--- config.mk ---
export PLATFORM = sky130hd
export DESIGN_NAME = fetch_unit_flat
export DESIGN_NICKNAME = d
export VERILOG_FILES = /design/src/rtl/fetch_unit_if.sv /design/src/rtl/fetch_unit.sv /design/src/flat_wrapper.sv
export SDC_FILE = /design/constraint.sdc
export NUM_CORES = 1
export LEC_CHECK = 0
export BUFFER_PORTS_ARGS = -buffer_cell sky130_fd_sc_hd__buf_4
export CAP_MARGIN = 20
export CORE_UTILIZATION = 50
export DETAILED_ROUTE_END_ITERATION = 12
export HOLD_SLACK_MARGIN = 0.05
export PLACE_DENSITY = 0.82
export SYNTH_ARGS = -nofsm -noshare
export SYNTH_HDL_FRONTEND = slang
export SYNTH_SLANG_ARGS = --single-unit
export TNS_END_PERCENT = 10
--- constraint.sdc ---
create_clock -name clk -period 2.65 [get_ports clk]
set_input_delay 0.3975 -clock clk [delete_from_list [all_inputs] [get_ports clk]]
set_output_delay 0.3975 -clock clk [all_outputs]
set_load 0.01 [all_outputs]
--- src/rtl/fetch_unit_if.sv ---
// fetch_unit_if: handshake bundle between fetch_unit, instruction memory, transfer stage and decode.
// master (fetch side): in redirect/redirect_pc/halt/imem_rvalid/imem_rdata/ir_ready, out imem_req/imem_addr/ir_valid/ir/ir_pc
// slave (environment side): the same signals with directions reversed
interface fetch_unit_if;
    logic        redirect;
    logic [31:0] redirect_pc;
    logic        halt;
    logic        imem_req;
    logic [31:0] imem_addr;
    logic        imem_rvalid;
    logic [31:0] imem_rdata;
    logic        ir_valid;
    logic [31:0] ir;
    logic [31:0] ir_pc;
    logic        ir_ready;
    modport master(
        input  redirect, redirect_pc, halt, imem_rvalid, imem_rdata, ir_ready,
        output imem_req, imem_addr, ir_valid, ir, ir_pc
    );
    modport slave(
        output redirect, redirect_pc, halt, imem_rvalid, imem_rdata, ir_ready,
        input  imem_req, imem_addr, ir_valid, ir, ir_pc
    );
endinterface

--- src/rtl/fetch_unit.sv ---
// fetch_unit: PC holder issuing one imem read at a time and presenting instructions to decode.
// clk, rst_n (sync active-low); bus: fetch_unit_if.master; stall_cycles only with FETCH_STALL_COUNT_EN
module fetch_unit #(
    parameter logic [31:0] RESET_PC = 32'h0000_0000,
    parameter logic [31:0] PC_STEP  = 32'd1
) (
    input  logic          clk,
    input  logic          rst_n,
    fetch_unit_if.master  bus
`ifdef FETCH_STALL_COUNT_EN
    ,
    output logic [31:0]   stall_cycles
`endif
);
    typedef enum logic [1:0] {FETCH, WAIT, FULL, DROP} state_t;
    state_t      state_q, state_d;
    logic [31:0] pc_q, pc_d;
    logic [31:0] ir_q, ir_d;
    logic [31:0] ir_pc_q, ir_pc_d;
    logic        ir_valid_q, ir_valid_d;
    logic        req;
    assign req           = rst_n && state_q == FETCH && !bus.halt && !bus.redirect;
    assign bus.imem_req  = req;
    assign bus.imem_addr = pc_q;
    assign bus.ir_valid  = ir_valid_q;
    assign bus.ir        = ir_q;
    assign bus.ir_pc     = ir_pc_q;
    always_comb begin
        state_d    = state_q;
        pc_d       = pc_q;
        ir_d       = ir_q;
        ir_pc_d    = ir_pc_q;
        ir_valid_d = ir_valid_q;
        if (bus.redirect) begin
            pc_d       = bus.redirect_pc;
            ir_valid_d = 1'b0;
            // an outstanding read must still be drained before the next request
            state_d    = ((state_q == WAIT || state_q == DROP) && !bus.imem_rvalid) ? DROP : FETCH;
        end else begin
            case (state_q)
                FETCH: state_d = req ? WAIT : FETCH;
                WAIT: if (bus.imem_rvalid) begin
                    ir_d       = bus.imem_rdata;
                    ir_pc_d    = pc_q;
                    ir_valid_d = 1'b1;
                    pc_d       = pc_q + PC_STEP;
                    state_d    = FULL;
                end
                FULL: if (bus.ir_ready) begin
                    ir_valid_d = 1'b0;
                    state_d    = FETCH;
                end
                DROP: state_d = bus.imem_rvalid ? FETCH : DROP;
            endcase
        end
    end
    always_ff @(posedge clk) begin
        if (!rst_n) begin
            state_q    <= FETCH;
            pc_q       <= RESET_PC;
            ir_q       <= '0;
            ir_pc_q    <= '0;
            ir_valid_q <= 1'b0;
        end else begin
            state_q    <= state_d;
            pc_q       <= pc_d;
            ir_q       <= ir_d;
            ir_pc_q    <= ir_pc_d;
            ir_valid_q <= ir_valid_d;
        end
    end
`ifdef FETCH_STALL_COUNT_EN
    logic [31:0] stall_q;
    assign stall_cycles = stall_q;
    always_ff @(posedge clk) begin
        if (!rst_n)
            stall_q <= '0;
        else if (!ir_valid_q && !bus.halt && stall_q != '1)
            stall_q <= stall_q + 32'd1;
    end
`endif
endmodule

--- src/flat_wrapper.sv ---
// flat-port wrapper written by rule: the top's interface ports become plain ports
module fetch_unit_flat 
#(
    parameter logic [31:0] RESET_PC = 32'h0000_0000,
    parameter logic [31:0] PC_STEP  = 32'd1
)
  (clk, rst_n, bus_redirect, bus_redirect_pc, bus_halt, bus_imem_rvalid, bus_imem_rdata, bus_ir_ready, bus_imem_req, bus_imem_addr, bus_ir_valid, bus_ir, bus_ir_pc);
  fetch_unit_if bus_i ();
  input  logic clk;
  input  logic rst_n;
  input wire logic [$bits(bus_i.redirect)-1:0] bus_redirect;
  input wire logic [$bits(bus_i.redirect_pc)-1:0] bus_redirect_pc;
  input wire logic [$bits(bus_i.halt)-1:0] bus_halt;
  input wire logic [$bits(bus_i.imem_rvalid)-1:0] bus_imem_rvalid;
  input wire logic [$bits(bus_i.imem_rdata)-1:0] bus_imem_rdata;
  input wire logic [$bits(bus_i.ir_ready)-1:0] bus_ir_ready;
  output wire logic [$bits(bus_i.imem_req)-1:0] bus_imem_req;
  output wire logic [$bits(bus_i.imem_addr)-1:0] bus_imem_addr;
  output wire logic [$bits(bus_i.ir_valid)-1:0] bus_ir_valid;
  output wire logic [$bits(bus_i.ir)-1:0] bus_ir;
  output wire logic [$bits(bus_i.ir_pc)-1:0] bus_ir_pc;
  assign bus_i.redirect = bus_redirect;
  assign bus_i.redirect_pc = bus_redirect_pc;
  assign bus_i.halt = bus_halt;
  assign bus_i.imem_rvalid = bus_imem_rvalid;
  assign bus_i.imem_rdata = bus_imem_rdata;
  assign bus_i.ir_ready = bus_ir_ready;
  assign bus_imem_req = bus_i.imem_req;
  assign bus_imem_addr = bus_i.imem_addr;
  assign bus_ir_valid = bus_i.ir_valid;
  assign bus_ir = bus_i.ir;
  assign bus_ir_pc = bus_i.ir_pc;
  fetch_unit #(.RESET_PC(RESET_PC), .PC_STEP(PC_STEP)) u_core (.clk(clk), .rst_n(rst_n), .bus(bus_i));
endmodule
### Yosys cells after proc, flatten, opt, wreduce, memory -nomap -nowiden

Cells that the tools add are included.

| storage, ports and cells | value |
|---|---|
| bits in registers | 99 |
| logic and storage cells | 45 |

| cells by class | value |
|---|---|
| add/sub/neg operators | 1 |
| eq/ne operators | 7 |
| reductions and logical operators | 17 |
| multiplexer cells | 13 |
| bitwise logic cells | 2 |

Operators with widths:

| kind | number |
|---|---|
| $mux 32 | 3 |
| $add 32x1->32 const B | 1 |
| $mux 2 | 5 |
| $pmux 2 s4 | 1 |
| $ne 3x3->1 const B | 2 |
| $reduce_and 3->1 | 2 |
| $reduce_bool 2->1 | 3 |
| $eq 2x2->1 const B | 2 |
| $logic_and 1x1->1 | 4 |
| $ne 2x2->1 const B | 2 |
| $reduce_and 2->1 | 2 |
| $logic_not 1->1 | 3 |
| $mux 1 | 3 |
| $eq 2x1->1 const B | 1 |
| $logic_not 2->1 | 1 |
| $not 1->1 | 2 |
| $pmux 1 s2 | 1 |
| $reduce_or 2->1 | 1 |
| $logic_or 1x1->1 | 1 |

### Longest topological paths before layout

| logic depth | value |
|---|---|
| depth after elaboration | 7 |
| depth in mapped cells | 6 |
| gate-level depth less buffers | 6 |

### Worst setup path after synthesis

No wires, ideal clock.

| timing path | value |
|---|---|
| kind | reg-to-reg |
| start point | register u_core.pc_q[0] (netlist: u_core.bus.imem_addr[0]) |
| end point | register u_core.pc_q[16] (netlist: u_core.bus.imem_addr[16]) |
| cell stages (with the launch flop) | 7 |
| required time | 2.535 ns |
| slack | 0.903 ns |
| setup time | 0.115 ns |
| data arrival time | 1.633 ns |
| clock period less this slack | 1.747 ns |
| cell sequence | dfxtp_1 > ha_1 > nand3_1 > nor3_2 > nand2_1 > a31o_2 > o21a_1 |

| on the way | value |
|---|---|
| word-level cells in the longest chain between the ends | 4 |

Ends and longest elaborated chain:

| what | line | text |
|---|---|---|
| from (decl) | fetch_unit.sv:17 | `logic [31:0] pc_q, pc_d;` |
| from (signal assigned) | fetch_unit.sv:66 | `pc_q <= pc_d;` |
| $add 32x1->32 | fetch_unit.sv:46 | `pc_d = pc_q + PC_STEP;` |
| $mux 32 | fetch_unit.sv:42 | `WAIT: if (bus.imem_rvalid) begin` |
| $mux 32 | fetch_unit.sv:40 | `case (state_q)` |
| $mux 32 | fetch_unit.sv:34 | `if (bus.redirect) begin` |

No other way between the ends. The select of a mux whose other input is x is not followed.
A chain may end at the register's enable or synchronous reset.

### Worst setup path after layout

| timing path | value |
|---|---|
| start point | register u_core.state_q[1] |
| end point | register u_core.pc_q[16] (netlist: u_core.bus.imem_addr[16]) |

| on the way | value |
|---|---|
| word-level cells in the longest chain between the ends | 3 |

Ends and longest elaborated chain:

| what | line | text |
|---|---|---|
| from (decl) | fetch_unit.sv:16 | `state_t state_q, state_d;` |
| from (signal assigned) | fetch_unit.sv:65 | `state_q <= state_d;` |
| $eq 2x1->1 | fetch_unit.sv:40 |  |
| $reduce_bool 2->1 (no line) | - |  |
| $reduce_and 2->1 (no line) | - |  |

No other way between the ends.

==> results_dict.tcl <==
set metrics [dict create \
    power.ir.vdd_worst_v 0.000351 \
    finalMaxSlewViolations 0 \
    chipWidth_um 92.9 \
    placement.setup.worst_slack_ns 0.533 \
    max_slew_margin_pct 55.9 \
    post-synth-top-area-fraction_pct 47.9 \
    tritoncts_clock_tree "built" \
    max_cap_violations 0 \
    ctsRootBufferMaster "clkbuf_8" \
    num_vias 4204 \
    port_buffers 167 \
    worstHoldStart "bus_imem_rdata[2]" \
    power.sequential.fraction_pct 55.9 \
    path_max_fanout 9 \
    post_synth_inst_count 522 \
    drtAntennaViolNets 0 \
    yosysWarningCount 0 \
    unrepaired_setup_endpoints_after_global_routing "false" \
    number_of_synthesized_register_bits 99 \
    numClockSinks 99 \
    timing.hold.worst.class "in2reg" \
    post-route-cell-area_um2 5660 \
    die_y_um 92.9 \
    grt_pass1_wl_um 18100 \
    synth.cells.most_frequent "nand2_1, dfxtp_1, a21oi_1, clkbuf_1" \
    h-tree-depth 3 \
    p_switching_w 0.000727 \
    ctsLongestPathBuffers 2 \
    place_congestion 0.805 \
    global_route.usage.total_pct 26.5 \
    synth-main-ff-cell "dfxtp_1" \
    grt_start_max_net_pins 36 \
    drc 0 \
    layout-drive-gt1-share_pct 30.0 \
    grt_antenna_before_repair 0 \
    outcome "completed" \
    final_critical_path_setup_slack_ns 0.578 \
    worst_pin_slew_ns 0.658 \
    mappedNetlistNets 593 \
    worstReg2RegStart "u_core.state_q[1]$_SDFFE_PN0P_" \
    hold_viol 0 \
    final.period_utilization_pct 78.2 \
    combPwrFrac_pct 11.2 \
    intPower_w 0.00214 \
    hold_buffers 0 \
    r2r-end "u_core.bus.imem_addr[16]$_SDFFE_PN0P_" \
    layout.nets 746 \
    synthesis.area_um2 4140 \
    number_of_synthesized_flops_with_an_enable_pin 0 \
    synth_sequential_area_ratio_pct 47.9 \
    antennaDiodeCount 0 \
    drt_wl_total_um 11400 \
    post_cts.resized_instances 0 \
    worst-r2r-setup-slack_ns 0.58 \
    arrival_ns 2.32 \
    pwr-share-clk_pct 32.9 \
    drt_first_iter_violations 199 \
    async_flop_share_pct 0 \
    cp-end-kind "flip-flop" \
    power.switching_fraction_pct 25.4 \
    clock.fmax_mhz 483 \
    synth_most_common_cell "nand2_1" \
    synth_cell_types 42 \
    finalCoreUtilization_pct 72.1 \
    placed_cell_area_um2 5470 \
    whs_ns 0.270 \
    period_minus_slack_ns 2.07 \
    min_delay_path_depth 3 \
    hold_end "u_core.bus.ir[2]$_SDFFE_PN0P_" \
    worst_r2r_path_depth 5 \
    report.final.setup_viol 0 \
    wire_per_inst_um 14.6 \
    post_synth_main_area_contributors "dfxtp_1, nand2_1, a21oi_1" \
    setup_clock_skew_after_layout_ns 0.0146 \
    power-per-cell-area_nw_per_um2 506 \
    initial_standard_cell_utilization_of_the_core_pct 52.7 \
    cts_setup_buffers 0 \
    clkTransAtPathRegs_ns 0.10 \
    syn_area_per_cell_um2 7.92 \
    first_pass_iters 4 \
    total_die_area_um2 8640 \
    top_level_ports 168 \
    num-fill-cells 626 \
    globalRouteOverflowTotal 0 \
    core_area_um2 7850 \
    tritoncts.num_buffers 9 \
    post-dp-hpwl_um 8260 \
    synth_largest_area_cell "dfxtp_1" \
    total_leakage_power_nw 2.29 \
    num_rows 32 \
    type_of_origin_of_the_critical_path "flip-flop" \
    first_global_vias 3746 \
    timing.critical_path.required_ns 2.90 \
    worstSkewPairLatency_ns 0.36 \
    flow.area_growth_from_synthesis_pct 36.9 \
    via_per_inst 5.38 \
    totalNegativeSetupSlack_ns 0 \
    cp_class "reg2reg" \
]
## metrics by stage
step	std cells	power, W
after global placement	766	0.00194
final	781	0.00286
after detailed placement	766	0.00195
after global routing	781	0.00299
after floorplan	522	0.00176
after CTS	781	0.00288
## flip-flops by register name, indices dropped and copies added, names as in the netlist
name	count
u_core.state_q	2
u_core.bus.imem_addr	32
u_core.bus.ir_valid	1
u_core.bus.ir_pc	32
u_core.bus.ir	32
## worst max-delay path: stages, from the launching register on
cell      delay [ns]
dfxtp_1         0.36
nand3b_1        0.38
nor3_2          0.65
nand2_1         0.15
a31o_2          0.28
o21a_1          0.16
## cell type report
class | instances | area [um2] | share of cell area (%)
well taps | 102 | 128 | 2.25
repair buffers | 177 | 1340 | 23.7
inverters | 5 | 18.8 | 0.332
clock inverters | 6 | 65.1 | 1.15
clock buffers | 9 | 124 | 2.19
flip-flops and latches | 99 | 1980 | 35.0
multi-input cells | 383 | 2000 | 35.4
## cells by family after synthesis
family	count (synthesis)	share of synthesized area, %
multiplexers	1	0.242
flip-flops	99	47.9
AO/OA/AOI/OAI	124	16.1
buffers and inverters	40	3.90
AND/OR/NAND/NOR	232	26.2
adder cells (fa/ha/maj)	1	0.303
XOR/XNOR	25	5.30
## layer usage
layer  global-route usage [%]  up-vias  share of wire (%)
li1                         -     2086                  -
met5                        0        -                  0
met3                     4.84       23                6.5
met2                     43.1      141                 48
met4                     10.4        0                2.4
met1                     34.8     1954                 43
## power by group through the flow
| stage | Combinational (W) | Clock, W | Sequential (W) |
|---|---|---|---|
| 3_3_place_gp | 0.000313 | 0 | 0.00163 |
| 2_1_floorplan | 0.000130 | 0 | 0.00163 |
| 3_5_place_dp | 0.000320 | 0 | 0.00163 |
| 6_report | 0.000321 | 0.000943 | 0.00160 |
| 4_1_cts | 0.000322 | 0.000958 | 0.00160 |
| 5_1_grt | 0.000347 | 0.00103 | 0.00161 |
## worst max-delay path by stage
stage / from / endpoint / slack, ns / cells after the start
final: u_core.state_q[1]$_SDFFE_PN0P_ / u_core.bus.imem_addr[16]$_SDFFE_PN0P_ / 0.58 / 5
after global routing: u_core.state_q[0]$_SDFFE_PN0P_ / u_core.bus.imem_addr[16]$_SDFFE_PN0P_ / 0.42 / 5
after CTS: u_core.state_q[1]$_SDFFE_PN0P_ / u_core.bus.imem_addr[16]$_SDFFE_PN0P_ / 0.59 / 5
after detailed placement: bus_imem_rvalid / u_core.bus.imem_addr[16]$_SDFFE_PN0P_ / 0.53 / 6
after global placement: bus_imem_rvalid / u_core.bus.imem_addr[16]$_SDFFE_PN0P_ / 0.63 / 6
after floorplan: u_core.bus.imem_addr[0]$_SDFFE_PN0P_ / u_core.bus.imem_addr[16]$_SDFFE_PN0P_ / 0.90 / 6
## cell usage in the layout, fill, tap and decap left out, types with 2 or more instances in the layout
| cell | netlist | routed |
|---|---|---|
| a211oi_1 | 6 | 6 |
| a21oi_1 | 88 | 88 |
| a31oi_1 | 2 | 2 |
| and3_1 | 10 | 10 |
| and4_1 | 6 | 6 |
| buf_4 | 2 | 176 |
| clkbuf_8 | 0 | 9 |
| clkinv_2 | 0 | 2 |
| dfxtp_1 | 99 | 99 |
| inv_1 | 4 | 4 |
| nand2_1 | 146 | 145 |
| nand3_1 | 14 | 14 |
| nand3b_1 | 2 | 2 |
| nand4_1 | 11 | 11 |
| nor2_1 | 20 | 19 |
| nor3_1 | 4 | 4 |
| nor3b_1 | 2 | 2 |
| nor4_1 | 5 | 5 |
| nor4_2 | 3 | 3 |
| o21a_1 | 2 | 2 |
| o21ai_0 | 20 | 20 |
| or3_1 | 2 | 2 |
| xnor2_1 | 12 | 12 |
| xor2_1 | 13 | 13 |
(Power assumes the default switching activity.)
